<file path="src/rtl/decode_stage_pkg.sv">
// Shared definitions for the decode stage: opcode encodings, instruction field positions, decoded control.
// Latency: n/a (types and constants only).
// Backpressure: n/a.
package decode_stage_pkg;

  // Opcode encodings, instr[31:28]
  localparam logic [3:0] OP_NOP  = 4'h0;
  localparam logic [3:0] OP_ST   = 4'h3;
  localparam logic [3:0] OP_ADD  = 4'h4;
  localparam logic [3:0] OP_INC  = 4'h5;
  localparam logic [3:0] OP_NEG  = 4'h6;
  localparam logic [3:0] OP_SUB  = 4'h7;
  localparam logic [3:0] OP_J    = 4'h8;
  localparam logic [3:0] OP_BRZ  = 4'h9;
  localparam logic [3:0] OP_JM   = 4'hA;
  localparam logic [3:0] OP_BRN  = 4'hB;
  localparam logic [3:0] OP_LD   = 4'hE;
  localparam logic [3:0] OP_SVPC = 4'hF;

  // Instruction field bit positions
  localparam int OP_HI  = 31;
  localparam int OP_LO  = 28;
  localparam int RD_HI  = 27;
  localparam int RD_LO  = 22;
  localparam int RS_HI  = 21;
  localparam int RS_LO  = 16;
  localparam int RT_HI  = 15;
  localparam int RT_LO  = 10;
  localparam int IMM_HI = 15;
  localparam int IMM_LO = 0;

  // Decoded control bundle
  typedef struct packed {
    logic regwrt;
    logic memrd;
    logic memwrt;
    logic illegal;
  } ctrl_t;

endpackage

</file>
<file path="src/rtl/decode_stage_opcode_decoder.sv">
// Opcode to control decoder; undefined opcodes flag illegal with every control cleared.
// Latency: purely combinational.
// Backpressure: none (no state).
module decode_stage_opcode_decoder
  import decode_stage_pkg::*;
(
  input  logic [3:0] opcode,
  output ctrl_t      ctrl
);

  // Map each opcode to its control bits; anything not listed is illegal
  always_comb begin
    ctrl = '0;
    case (opcode)
      OP_SVPC, OP_ADD, OP_INC, OP_NEG, OP_SUB: ctrl.regwrt = 1'b1;
      OP_LD: begin
        ctrl.regwrt = 1'b1;
        ctrl.memrd  = 1'b1;
      end
      OP_JM:  ctrl.memrd  = 1'b1;
      OP_ST:  ctrl.memwrt = 1'b1;
      OP_NOP, OP_J, OP_BRZ, OP_BRN: begin
      end
      default: ctrl.illegal = 1'b1;
    endcase
  end

endmodule

</file>
<file path="src/rtl/decode_stage.sv">
// Two-slot decode stage: slot A reads the register file, slot B presents the registered bundle to execute.
// Latency: accepted at edge N, ex_valid after edge N+1 (plus LOADUSE_STALL bubbles on a load-use hazard).
// Backpressure: ex_* hold while ex_valid && !ex_ready; in_ready drops when A is occupied and cannot move.
module decode_stage
  import decode_stage_pkg::*;
#(
  parameter int LOADUSE_STALL = 1,
  parameter int XLEN          = 32,
  parameter int RADDR_W       = 6
) (
  input  logic               clk,
  input  logic               rst,
  input  logic               flush,
  input  logic               in_valid,
  output logic               in_ready,
  input  logic [XLEN-1:0]    in_instr,
  input  logic [XLEN-1:0]    in_pc,
  output logic [RADDR_W-1:0] out_rs,
  output logic [RADDR_W-1:0] out_rt,
  input  logic [XLEN-1:0]    in_rsval,
  input  logic [XLEN-1:0]    in_rtval,
  input  logic               ex_ready,
  output logic               ex_valid,
  output logic [3:0]         ex_opcode,
  output logic [RADDR_W-1:0] ex_rd,
  output logic [XLEN-1:0]    ex_rsval,
  output logic [XLEN-1:0]    ex_rtval,
  output logic [XLEN-1:0]    ex_imm,
  output logic [XLEN-1:0]    ex_pc,
  output logic               ex_regwrt,
  output logic               ex_memrd,
  output logic               ex_memwrt,
  output logic               ex_illegal
);

  // The hazard edge itself empties B, which is the first bubble; the counter
  // holds only the extra bubbles beyond that one.
  localparam logic [1:0] STALL_LOAD = 2'(LOADUSE_STALL - 1);

  // Slot A (read slot)
  logic               a_valid_q, a_valid_d;
  logic [XLEN-1:0]    a_instr_q, a_instr_d;
  logic [XLEN-1:0]    a_pc_q, a_pc_d;

  // Slot B (output slot)
  logic               b_valid_q, b_valid_d;
  logic [3:0]         b_opcode_q, b_opcode_d;
  logic [RADDR_W-1:0] b_rd_q, b_rd_d;
  logic [XLEN-1:0]    b_rsval_q, b_rsval_d;
  logic [XLEN-1:0]    b_rtval_q, b_rtval_d;
  logic [XLEN-1:0]    b_imm_q, b_imm_d;
  logic [XLEN-1:0]    b_pc_q, b_pc_d;
  ctrl_t              b_ctrl_q, b_ctrl_d;

  // Load-use stall counter
  logic [1:0]         cnt_q, cnt_d;

  // Fields of the instruction in slot A
  logic [3:0]         a_opcode;
  logic [RADDR_W-1:0] a_rd, a_rs, a_rt;
  logic [15:0]        a_imm16;
  ctrl_t              a_ctrl;

  logic hazard, a_moves, accept;

  assign a_opcode = a_instr_q[OP_HI:OP_LO];
  assign a_rd     = a_instr_q[RD_HI:RD_LO];
  assign a_rs     = a_instr_q[RS_HI:RS_LO];
  assign a_rt     = a_instr_q[RT_HI:RT_LO];
  assign a_imm16  = a_instr_q[IMM_HI:IMM_LO];

  decode_stage_opcode_decoder u_opcode_decoder (
    .opcode (a_opcode),
    .ctrl   (a_ctrl)
  );

  // Handshake, interlock and register-file read address selection
  always_comb begin
    hazard   = b_valid_q && ex_ready && b_ctrl_q.memrd && a_valid_q &&
               ((b_rd_q == a_rs) || (b_rd_q == a_rt));
    a_moves  = a_valid_q && (cnt_q == 2'd0) && (!b_valid_q || ex_ready) && !hazard;
    in_ready = !rst && (!a_valid_q || a_moves);
    accept   = in_valid && in_ready;
    // The register file registers these, so the operands land the cycle after A loads
    out_rs   = accept ? in_instr[RS_HI:RS_LO] : a_rs;
    out_rt   = accept ? in_instr[RT_HI:RT_LO] : a_rt;
  end

  // Next state for both slots and the stall counter; flush overrides everything
  always_comb begin
    a_valid_d  = a_valid_q;
    a_instr_d  = a_instr_q;
    a_pc_d     = a_pc_q;
    b_valid_d  = b_valid_q;
    b_opcode_d = b_opcode_q;
    b_rd_d     = b_rd_q;
    b_rsval_d  = b_rsval_q;
    b_rtval_d  = b_rtval_q;
    b_imm_d    = b_imm_q;
    b_pc_d     = b_pc_q;
    b_ctrl_d   = b_ctrl_q;
    cnt_d      = cnt_q;

    if (a_moves) begin
      a_valid_d = 1'b0;
    end
    if (accept) begin
      a_valid_d = 1'b1;
      a_instr_d = in_instr;
      a_pc_d    = in_pc;
    end

    if (b_valid_q && ex_ready) begin
      b_valid_d = 1'b0;
    end
    if (a_moves) begin
      b_valid_d  = 1'b1;
      b_opcode_d = a_opcode;
      b_rd_d     = a_rd;
      b_rsval_d  = in_rsval;
      b_rtval_d  = in_rtval;
      b_imm_d    = {{(XLEN-16){a_imm16[15]}}, a_imm16};
      b_pc_d     = a_pc_q;
      b_ctrl_d   = a_ctrl;
    end

    if (hazard) begin
      cnt_d = STALL_LOAD;
    end else if (cnt_q != 2'd0) begin
      cnt_d = cnt_q - 2'd1;
    end

    if (flush) begin
      a_valid_d = 1'b0;
      b_valid_d = 1'b0;
      cnt_d     = 2'd0;
    end
  end

  // State registers with asynchronous reset
  always_ff @(posedge clk or posedge rst) begin
    if (rst) begin
      a_valid_q  <= 1'b0;
      a_instr_q  <= '0;
      a_pc_q     <= '0;
      b_valid_q  <= 1'b0;
      b_opcode_q <= '0;
      b_rd_q     <= '0;
      b_rsval_q  <= '0;
      b_rtval_q  <= '0;
      b_imm_q    <= '0;
      b_pc_q     <= '0;
      b_ctrl_q   <= '0;
      cnt_q      <= '0;
    end else begin
      a_valid_q  <= a_valid_d;
      a_instr_q  <= a_instr_d;
      a_pc_q     <= a_pc_d;
      b_valid_q  <= b_valid_d;
      b_opcode_q <= b_opcode_d;
      b_rd_q     <= b_rd_d;
      b_rsval_q  <= b_rsval_d;
      b_rtval_q  <= b_rtval_d;
      b_imm_q    <= b_imm_d;
      b_pc_q     <= b_pc_d;
      b_ctrl_q   <= b_ctrl_d;
      cnt_q      <= cnt_d;
    end
  end

  assign ex_valid   = b_valid_q;
  assign ex_opcode  = b_opcode_q;
  assign ex_rd      = b_rd_q;
  assign ex_rsval   = b_rsval_q;
  assign ex_rtval   = b_rtval_q;
  assign ex_imm     = b_imm_q;
  assign ex_pc      = b_pc_q;
  assign ex_regwrt  = b_ctrl_q.regwrt;
  assign ex_memrd   = b_ctrl_q.memrd;
  assign ex_memwrt  = b_ctrl_q.memwrt;
  assign ex_illegal = b_ctrl_q.illegal;

endmodule

</file>
<file path="config.mk">
export PLATFORM = sky130hd
export DESIGN_NAME = decode_stage
export DESIGN_NICKNAME = d
export VERILOG_FILES = /design/src/rtl/decode_stage_pkg.sv /design/src/rtl/decode_stage_opcode_decoder.sv /design/src/rtl/decode_stage.sv
export SDC_FILE = /design/constraint.sdc
export NUM_CORES = 1
export LEC_CHECK = 0
export CAP_MARGIN = 20
export CORE_ASPECT_RATIO = 1.2
export CORE_MARGIN = 3
export CORE_UTILIZATION = 50
export CTS_BUF_LIST = sky130_fd_sc_hd__clkbuf_8
export DETAILED_ROUTE_END_ITERATION = 8
export DONT_BUFFER_PORTS = 1
export SKIP_CTS_REPAIR_TIMING = 1
export SLEW_MARGIN = 20
export SYNTH_ARGS = -nofsm -noshare
export SYNTH_HDL_FRONTEND = slang
export SYNTH_SLANG_ARGS = --single-unit
</file>
<file path="constraint.sdc">
create_clock -name clk -period 16.4 [get_ports clk]
set_input_delay 1.64 -clock clk [delete_from_list [all_inputs] [get_ports clk]]
set_output_delay 1.64 -clock clk [all_outputs]
set_load 0.1 [all_outputs]
</file>
# Word-level counts from Yosys, hierarchy flattened
# Cells that the tools add are included.
[totals]
register_bits = 194
out_inout_bits = 156
wordCells = 69
[op_classes]
add_sub_neg = 1
n_eq_ne = 13
n_mux = 15
n_reduce_logical = 25
[op_table]
columns = ["op", "n"]
rows = [
  ["$eq 4x4->1 const B", 6],
  ["$eq 4x3->1 const B", 4],
  ["$eq 6x6->1", 2],
  ["$mux 6", 2],
  ["$reduce_or 12->1", 1],
  ["$mux 1", 10],
  ["$logic_and 1x1->1", 9],
  ["$reduce_bool 3->1", 3],
  ["$mux 2", 3],
  ["$reduce_or 6->1", 1],
  ["$eq 4x2->1 const B", 1],
  ["$logic_not 1->1", 4],
  ["$logic_not 4->1", 1],
  ["$logic_or 1x1->1", 3],
  ["$logic_not 2->1", 1],
  ["$reduce_bool 2->1", 1],
  ["$reduce_or 2->1", 1],
  ["$sub 2x1->2 const B", 1],
]

# Depth between registers and ports, before layout
# Gate-level depths: netlist of the first run.
[logic_depth]
ltp_word = 11
ltp_mapped = 7
depth_no_buf = 5

# Hierarchy
# Synthesis of the first run repeated with hierarchy kept, for this count alone.
[hier_totals]
cells_unflattened = 477
hier_area_um2 = 7858.8
[modules_own_cells]
columns = ["module", "instances", "cells_each", "area_per_inst_um2", "seq_area_each_um2"]
rows = [
  ["decode_stage", 1, 470, 7803.7, 4854.7],
  ["decode_stage_opcode_decoder", 1, 7, 55.1, 0.0],
]

# Worst setup path before layout of the first run
# Ideal clock, no wire load.
[synth_path]
path_type = "input to output"
from = "in rst"
to = "out out_rs[0]"
arrival_ps = 7547
t_required_ps = 14760
path_slack_ps = 7213
cell_stages = 6
path_buffers = 2
path_cell_list = "inv_1 > nand2_1 > a211oi_2 > buf_4 > buf_4 > mux2_1"
[synth_between]
elab_chain_len = 4
[synth_lines]
columns = ["element", "line", "text"]
rows = [
  ["start: declaration", "decode_stage.sv:12", "input logic rst,"],
  ["$logic_not 1->1 (no line)", "n/a", ""],
  ["$logic_and 1x1->1", "decode_stage.sv:82", "in_ready = !rst && (!a_valid_q || a_moves);"],
  ["$logic_and 1x1->1", "decode_stage.sv:83", "accept = in_valid && in_ready;"],
  ["$mux 6", "decode_stage.sv:85", "out_rs = accept ? in_instr[RS_HI:RS_LO] : a_rs;"],
  ["end: declaration", "decode_stage.sv:18", "output logic [RADDR_W-1:0] out_rs,"],
]
# No other way between the ends.

# Final worst setup path of the first run
[layout_path]
from = "in rst"
to = "out out_rt[3]"
[layout_between]
elab_chain_len = 4
[layout_lines]
columns = ["element", "line", "text"]
rows = [
  ["$logic_not 1->1 (no line)", "n/a", ""],
  ["$logic_and 1x1->1", "decode_stage.sv:82", ""],
  ["$logic_and 1x1->1", "decode_stage.sv:83", ""],
  ["$mux 6", "decode_stage.sv:86", "out_rt = accept ? in_instr[RT_HI:RT_LO] : a_rt;"],
  ["end: declaration", "decode_stage.sv:19", "output logic [RADDR_W-1:0] out_rt,"],
]
# No other way between the ends.

==> summary.txt, run 1 <==
Place
  – Placer Congestion: 0.729
  – Port Buf Inserts: 0
  – HPWL after detailed placement: slightly above 10000 um
  – Post-DP Area: approximately 0.008 mm2
  – Dpl cells: between 600 and 700

Synthesis
  – Yosys top cell by area: dfrtp_1
  – Top_reg_cell synth: dfrtp_1
  – EDFF count, synth: 0
  – Post-Syn Area: about 0.0077 mm2
  – Cells after synthesis: ~480
  – Count leader, synth: dfrtp_1
  – Top cell types by occurrence after synthesis: dfrtp_1, mux2_1, mux2_2
  – Yosys warnings: 0
  – Post-synth cell types: 28
  – Synth Area per Inst: roughly 16 um2
  – Async SR Flop Fraction: 100%
  – Synth top area cells: dfrtp_1, mux2_1, mux2_2
  – Top cell type's share of synthesized area: about 63%
  – Sequential element share of the synthesized area: around 63%
  – Syn nets: between 600 and 700
  – Yosys reg bits: 194

CTS
  – CTS tree: built
  – Clk sink count: 194
  – CTS Buffer Depth: 2
  – Worst-path clk slew: ~0.09 ns
  – CTS H-tree lvls: 4
  – Root Driver: clkbuf_8
  – Skew-Pair Late Insertion Delay: between 0.4 and 0.5 ns
  – CTS Buf Count: 17

Global routing
  – Initial antenna violation count: 3
  – Gr ovfl total: 0
  – Pin count of the biggest net entering global routing: 124
  – First-pass GRT wire length: around 23000 um
  – Number of global-route vias before repair: 4036
  – GR Util All Layers: 17.3%

STA
  – Slew Limit Headroom: between 20% and 30%
  – Fin crit share: between 30% and 40%
  – Final hold vios: 0
  – Max Fclk: roughly 150 MHz
  – Setup violators final: 0
  – Fin. max-slew vios: 0
  – RSZ-0062 raised after global routing: no
  – Setup TNS: 0 ns
  – Post-layout min period: between 6 and 7 ns
  – Clock Skew: about 0.011 ns
  – Slew @ Worst Pin: between 1 and 1.5 ns

Setup path
  – WP data required: roughly 15 ns
  – Crit path max fanout: between 100 and 150
  – Crit-path leading delay family: buffers and inverters
  – Setup Crit Path Kind: input port to output port
  – Crit path max-delay cell type: mux2_1
  – Crit path cell chain: inv_8 > nand2_1 > a211oi_4 > buf_4 > mux2_1
  – Critical Path AT: about 4.9 ns
  – Worst setup SP type: input port
  – Worst Path Buf+Inv: 2
  – Largest stage delay, worst path: between 0.8 and 0.9 ns
  – Setup crit end kind: output port

Job
  – Max-cap violations: 0

Final layout
  – Non-Filler Instances: 685
  – Syn-to-layout area delta: 6.14%
  – Final Cell Area: approximately 0.008 mm2
  – Fraction of layout cells with a size suffix above 1: around 29%
  – Nets: between 600 and 700

Worst hold path
  – HP Class: flop to flop

Routing
  – DRC Markers: 0
  – Via density: 5.47
  – Routed vias: ~3700
  – Post-DRT Antenna Nets: 0
  – Pre-Repair DR Iteration Count: 4
  – Wire length per cell: 21.2 um
  – DR iter-0 viols: 135
  – WL final: between 10000 and 15000 um

Floorplan
  – Area of the die: 0.0170 mm2
  – Num rows: 49
  – Die height: 142 um
  – Initial core utilization: 51.2%
  – I/O Pins: about 290
  – Core ar.: 0.0151 mm2
  – Die Width: approximately 120 um

Outcome
  – Status: finished, final reports clean
==> cells by family after synthesis <==
logic type      after synthesis  synth area share [%]
xor+xnor                     13                  1.47
mux                         200                  29.2
compound gates               13                  1.26
flops                       194                  62.9
simple gates                 17                  1.28
buf+inv                      41                  3.79
fa+ha+maj                     1                 0.162
==> stage by stage <==
step	hold slack (ns)	setup slack, ns	utilization (%)
2_1_floorplan	0.452	7.21	-
3_3_place_gp	0.462	9.74	51.7
3_5_place_dp	0.473	9.68	51.7
4_1_cts	0.493	9.68	54.3
5_1_grt	0.501	9.46	54.3
6_report	0.488	9.85	54.3
==> state kept, by name, summed over array words and instances (netlist names) <==
| name | flops |
|---|---|
| a_valid_q | 1 |
| ex_rd | 6 |
| ex_memrd | 1 |
| ex_opcode | 4 |
| a_pc_q | 32 |
| ex_memwrt | 1 |
| ex_regwrt | 1 |
| ex_rtval | 32 |
| ex_imm | 16 |
| ex_pc | 32 |
| ex_rsval | 32 |
| ex_valid | 1 |
| cnt_q | 2 |
| a_instr_q | 32 |
| ex_illegal | 1 |
==> layer usage <==
layer	track usage [%]	vias up	share of wire, %
li1	-	1651	-
met1	19.3	1870	35
met2	28.7	197	51
met3	9.15	23	12
met4	5.91	4	1.7
met5	0	-	0.20
==> path summary, 6_finish.rpt <==
path | startpoint | end | slack, ns | cells past startpoint
hold / removal | a_pc_q[30] | ex_pc[30] | 0.49 | 1
min in group asynchronous | rst | ex_pc[30] | 1.19 | 1
hold reg to reg | a_pc_q[30] | ex_pc[30] | 0.49 | 1
setup reg to reg | ex_rd[5] | a_instr_q[21] | 12.67 | 6
setup / recovery | rst | out_rt[3] | 9.85 | 5
max in group asynchronous | rst | ex_rsval[2] | 13.72 | 2
==> placed cells by master, fill, tap and decap left out, types with 2 or more instances in the layout <==
cell type  count
nand3_1        3
clkinv_2       3
nand2b_1       2
inv_1          5
buf_4          6
mux2_1       100
nor3_1         2
clkbuf_8      21
nand4_1        2
o21ai_0        5
dfrtp_1      193
a21oi_1        3
mux2_2       100
xnor2_1       12
and2_1         2
bufinv_16      2
clkinv_4       2
==> layout make-up <==
cell class | instances | area (um2)
fill | 1279 | 6890
sequential | 194 | 4860
multi-input combinational | 244 | 2590
clock buffer | 21 | 289
tap | 204 | 255
clock inverter | 10 | 109
timing repair buffer | 7 | 72.6
inverter | 4 | 22.5
antenna | 1 | 2.50
Power of run 1 is not shown: default switching activity piles up to over one toggle a cycle in this logic, so the estimate is an artifact.
==> run 2, diff against run 1 <==
--- a/config.mk
+++ b/config.mk
@@ -12,6 +12,7 @@
 export CTS_BUF_LIST = sky130_fd_sc_hd__clkbuf_8
 export DETAILED_ROUTE_END_ITERATION = 8
 export DONT_BUFFER_PORTS = 1
+export PLACE_DENSITY = 0.68
 export SKIP_CTS_REPAIR_TIMING = 1
 export SLEW_MARGIN = 20
 export SYNTH_ARGS = -nofsm -noshare
==> constraint.sdc (replaced) <==
create_clock -name clk -period 5.75 [get_ports clk]
set_input_delay 0.575 -clock clk [delete_from_list [all_inputs] [get_ports clk]]
set_output_delay 0.575 -clock clk [all_outputs]
set_load 0.1 [all_outputs]
==> run 2 against run 1 <==
Core utilization is 0.12 points higher. Cell count is 0.73% higher. Non-clock buffer count is 4 higher. Sequential share of layout area is 0.14 points lower. Critical endpoint is now out_rs[2]. Clock skew is 0.0015 ns higher. Design area is 0.23% higher. Register-to-register slack worse by 10 ns. Clock-buffer cell count is 1 lower. Worst setup slack worse by 8.2 ns. Via count is 1.9% higher. Wire length is 5.3% higher.
==> summary.txt, run 2 (synthesis gave the netlist of run 1 again) <==
Outcome
  – Status: finished, final reports clean

Setup path
  – Worst setup SP type: flop
  – WP data required: 5.18 ns
  – Setup crit end kind: output port
  – Critical Path AT: ~3.6 ns
  – Setup Crit Path Kind: flop to output port
  – Crit path max fanout: 36

Global routing
  – Gr ovfl total: 0
  – First-pass GRT wire length: between 20000 and 25000 um
  – Pin count of the biggest net entering global routing: 80
  – GR Util All Layers: between 10% and 20%
  – Number of global-route vias before repair: approximately 4200
  – Initial antenna violation count: 2

Floorplan
  – Core ar.: around 0.015 mm2
  – I/O Pins: between 200 and 300
  – Initial core utilization: about half
  – Num rows: roughly 50
  – Die Width: approximately 120 um
  – Area of the die: roughly 0.017 mm2
  – Die height: roughly 140 um

STA
  – Slew Limit Headroom: a little under a third
  – Setup violators final: 0
  – Post-layout min period: just over 4 ns
  – Fin crit share: between 70% and 80%
  – Clock Skew: 0.0127 ns
  – Final Worst Setup Slack: ~1.6 ns
  – Worst Hold Slack: 0.194 ns
  – Fin. max-slew vios: 0
  – Slew @ Worst Pin: 1.05 ns
  – RSZ-0062 raised after global routing: no
  – Max Fclk: 242 MHz
  – Setup TNS: 0 ns
  – Final hold vios: 0

Routing
  – WL final: 15300 um
  – DRC Markers: 0
  – Via density: about 5.5
  – Routed vias: between 3000 and 4000
  – Pre-Repair DR Iteration Count: 3
  – Met3 wire length: between 1500 and 2000 um
  – Wl on met1: between 5000 and 6000 um
  – DR iter-0 viols: 221
  – Metal2 WL: between 7000 and 8000 um
  – Top routing layer in use: met4
  – Post-DRT Antenna Nets: 0
  – Wire length per cell: between 20 and 25 um

CTS
  – Skew-Pair Late Insertion Delay: 0.45 ns
  – Clk sink count: roughly 190
  – CTS tree: built
  – CTS H-tree lvls: 4
  – CTS Buffer Depth: 2
  – CTS Buf Count: 17
  – Root Driver: clkbuf_8
  – Worst-path clk slew: around 0.090 ns

Final layout
  – FF/Latch Area: around 0.005 mm2
  – Syn-to-layout area delta: 6.38%
  – Area of the multi-input gates: ~0.0026 mm2
  – Fraction of layout cells with a size suffix above 1: slightly below 30%
  – Most frequent cells in the layout: dfrtp_1, mux2_1, mux2_2
  – Layout Utilization: a little over half
  – Commonest non-fill, non-tap cell in the layout: dfrtp_1
  – Nets: 606
  – Filler instances: about 1300

Place
  – HPWL after detailed placement: between 10000 and 15000 um
  – Port Buf Inserts: 0
  – Pre-CTS WS: roughly 2.1 ns
  – Placer Congestion: between 0.7 and 0.8

Job
  – Max-cap violations: 0

Worst hold path
  – HP Class: input port to flop
==> run 2: cell type report <==
class,count,area share [%]
Antenna cell,2,0.0609
Clock buffer,20,3.35
Multi-Input combinational cell,244,31.5
Tap cell,204,3.11
Clock inverter,11,0.822
Inverter,4,0.228
Timing Repair Buffer,11,1.80
Sequential cell,194,59.1
==> run 2: worst max-delay path, cell delays in order (launching register included) <==
cell and delay (ns):
dfrtp_1 1.02, xnor2_1 0.19, nand4_1 0.19, o22ai_4 0.15, a211oi_4 0.27, buf_4 0.46, mux2_1 0.81
==> run 2: per-layer routing <==
layer | vias up | track usage (%)
met5 | - | 0
li1 | 1656 | -
met2 | 206 | 30.8
met3 | 22 | 8.19
met4 | 0 | 7.18
met1 | 1932 | 19.9
==> run 2: path summary, 6_finish.rpt <==
kind	from	end	slack, ns	cells past startpoint
setup / recovery	ex_rd[5]	out_rs[2]	1.61	6
hold / removal	flush	ex_valid	0.19	1
setup reg to reg	ex_rd[5]	ex_rd[2]	2.67	7
hold reg to reg	a_pc_q[10]	a_pc_q[10]	0.49	1
max in group asynchronous	rst	ex_rtval[23]	4.04	3
min in group asynchronous	rst	ex_rtval[14]	0.25	2
==> run 2: through the flow <==
| step | instances | area, um2 |
|---|---|---|
| floorplan | 479 | 7730 |
| global placement | 656 | 7840 |
| detailed placement | 656 | 7840 |
| CTS | 687 | 8180 |
| global route | 689 | 8210 |
| finish | 690 | 8220 |
Power of run 2 is left out for the same reason.
==> run 3, diff against run 2 <==
--- a/config.mk
+++ b/config.mk
@@ -12,7 +12,6 @@
 export CTS_BUF_LIST = sky130_fd_sc_hd__clkbuf_8
 export DETAILED_ROUTE_END_ITERATION = 8
 export DONT_BUFFER_PORTS = 1
-export PLACE_DENSITY = 0.68
 export SKIP_CTS_REPAIR_TIMING = 1
 export SLEW_MARGIN = 20
 export SYNTH_ARGS = -nofsm -noshare
==> constraint.sdc (replaced) <==
create_clock -name clk -period 3.87 [get_ports clk]
set_input_delay 0.387 -clock clk [delete_from_list [all_inputs] [get_ports clk]]
set_output_delay 0.387 -clock clk [all_outputs]
set_load 0.1 [all_outputs]
==> run 3 against run 2 <==
Via count is 0.97% higher. Clock skew shrank 0.0042 ns. Wire length fell by 1.1%. Core utilization up 1.4 points. Design area is 2.6% higher. First-iteration DRC count shrank 1.8%. Register-to-register slack worse by 1.5 ns. Cell count rose by 1.3%. Non-clock buffer count rose by 10. Global-route usage fell by 0.48 points. Worst setup slack got worse by 0.84 ns.
==> summary.txt, run 3 (synthesis gave the netlist of run 1 again) <==
Global routing
  – GR Util All Layers: between 15 and 20%
  – Gr ovfl total: 0
  – Pin count of the biggest net entering global routing: between 150 and 200
  – Initial antenna violation count: 2
  – Number of global-route vias before repair: 4217
  – First-pass GRT wire length: 23000 um

Routing
  – Post-DRT Antenna Nets: 0
  – Met3 wire length: approximately 1800 um
  – WL final: ~15000 um
  – Pre-Repair DR Iteration Count: 4
  – Routed vias: just under 4000
  – Via density: roughly 5.5
  – Metal2 WL: 7570 um
  – Top routing layer in use: met5
  – DRC Markers: 0
  – Wl on met1: 5580 um
  – Wire length per cell: roughly 22 um
  – DR iter-0 viols: 217

Worst hold path
  – Hold endpoint: ex_rtval[11]
  – Cell count of the worst hold path: 1
  – HP Class: input port to flop
  – HP Start: in_rtval[11]

Job
  – Max-cap violations: 0

Setup path
  – Reg2reg end: a_pc_q[12]
  – Largest stage delay, worst path: about 0.47 ns
  – Crit path max fanout: 18
  – Setup Crit Path Kind: flop to output port
  – Crit path max-delay cell type: mux2_4
  – Setup crit end kind: output port
  – WP data required: between 3 and 4 ns
  – Reg2reg setup slack: between 1 and 1.5 ns
  – Worst setup SP type: flop
  – Setup crit start: ex_valid
  – Crit path cell chain: buf_4 > nand2b_1 > nand3_1 > a211oi_4 > buf_4 > mux2_4
  – R2r worst-path depth: 7
  – FF-to-FF Start: ex_valid
  – Most frequent CP cell: buf_4
  – Critical Path AT: around 2.7 ns

Outcome
  – Status: finished, final reports clean

Final layout
  – Fraction of layout cells with a size suffix above 1: approximately a third
  – Most frequent cells in the layout: dfrtp_1, mux2_2, mux2_1
  – Syn-to-layout area delta: 9.12%
  – Nets: 616
  – Layout Utilization: around 56%
  – Commonest non-fill, non-tap cell in the layout: dfrtp_1
  – Non-Filler Instances: around 700

CTS
  – CTS H-tree lvls: 4
  – CTS Buffer Depth: 2
  – Clk sink count: 194
  – CTS tree: built
  – CTS Buf Count: 17
  – Worst-path clk slew: roughly 0.09 ns
  – Root Driver: clkbuf_8
  – Skew-Pair Late Insertion Delay: approximately 0.45 ns

STA
  – Setup violators final: 0
  – RSZ-0062 raised after global routing: no
  – Final hold vios: 0
  – Post-layout min period: a little over 3 ns
  – Fin crit share: between 80% and 90%
  – Max Fclk: roughly 320 MHz
  – Slew @ Worst Pin: 0.964 ns
  – Fin. max-slew vios: 0
  – Slew Limit Headroom: roughly 36%
  – Clock Skew: around 0.0085 ns

Floorplan
  – Core ar.: between 0.015 and 0.02 mm2
  – Num rows: around 50
  – Die height: around 140 um
  – Die Width: around 120 um
  – Initial core utilization: between 50% and 60%
  – I/O Pins: approximately 290
  – Area of the die: 0.0170 mm2

Place
  – Placer Congestion: about 0.69
  – HPWL after detailed placement: approximately 11000 um
  – Dpl cells: about 660
  – Port Buf Inserts: 0
## run 3: changes by cell type in the layout (fill, tap and decap cells not counted), moves of 2 or more
cell	before	now
dlygate4sd3_1	0	2
inv_1	7	5
clkinv_4	3	1
mux2_1	100	88
bufinv_16	0	2
buf_4	7	13
mux2_4	0	12
## run 3: worst max-delay path by stage
| stage | end |
|---|---|
| global route | out_rs[3] |
| finish | out_rs[3] |
| floorplan | out_rt[4] |
| detailed placement | a_pc_q[23] |
| CTS | out_rs[3] |
| global placement | a_instr_q[30] |
## run 3: metrics by stage
stage                     worst slack, ns  cell area (um2)  hold slack [ns]  setup TNS [ns]
final                               0.770             8430           0.0670               0
after global routing                0.625             8420           0.0228               0
after CTS                           0.732             8370          -0.0390               0
after detailed placement             1.21             7980            0.457               0
after global placement               1.31             7980            0.455               0
after floorplan                    -0.938             7780            0.450          -39.02
## run 3: critical path: cells and delay by family, from the launching register on
family | cells | cell delay (ns)
AOI/OAI and AO/OA | 1 | 0.42
buffers and inverters | 2 | 0.56
and+or+nand+nor | 2 | 0.43
DFF | 1 | 0.38
muxes | 1 | 0.47
## run 3: routing by layer
layer  global-route usage [%]  up-vias
met5                        0        -
met4                     6.69        2
met3                     9.66       14
met2                     28.6      187
met1                     19.6     1979
li1                         -     1671
## run 3: layout make-up
class,count,area [um2]
tap,204,255
sequential,194,4860
inverter,4,18.8
clock inverter,9,106
multi-input combinational,244,2630
clock buffer,21,289
timing repair buffer,21,260
antenna,2,5.00
fill,1279,6660
Power of run 3 is left out for the same reason.
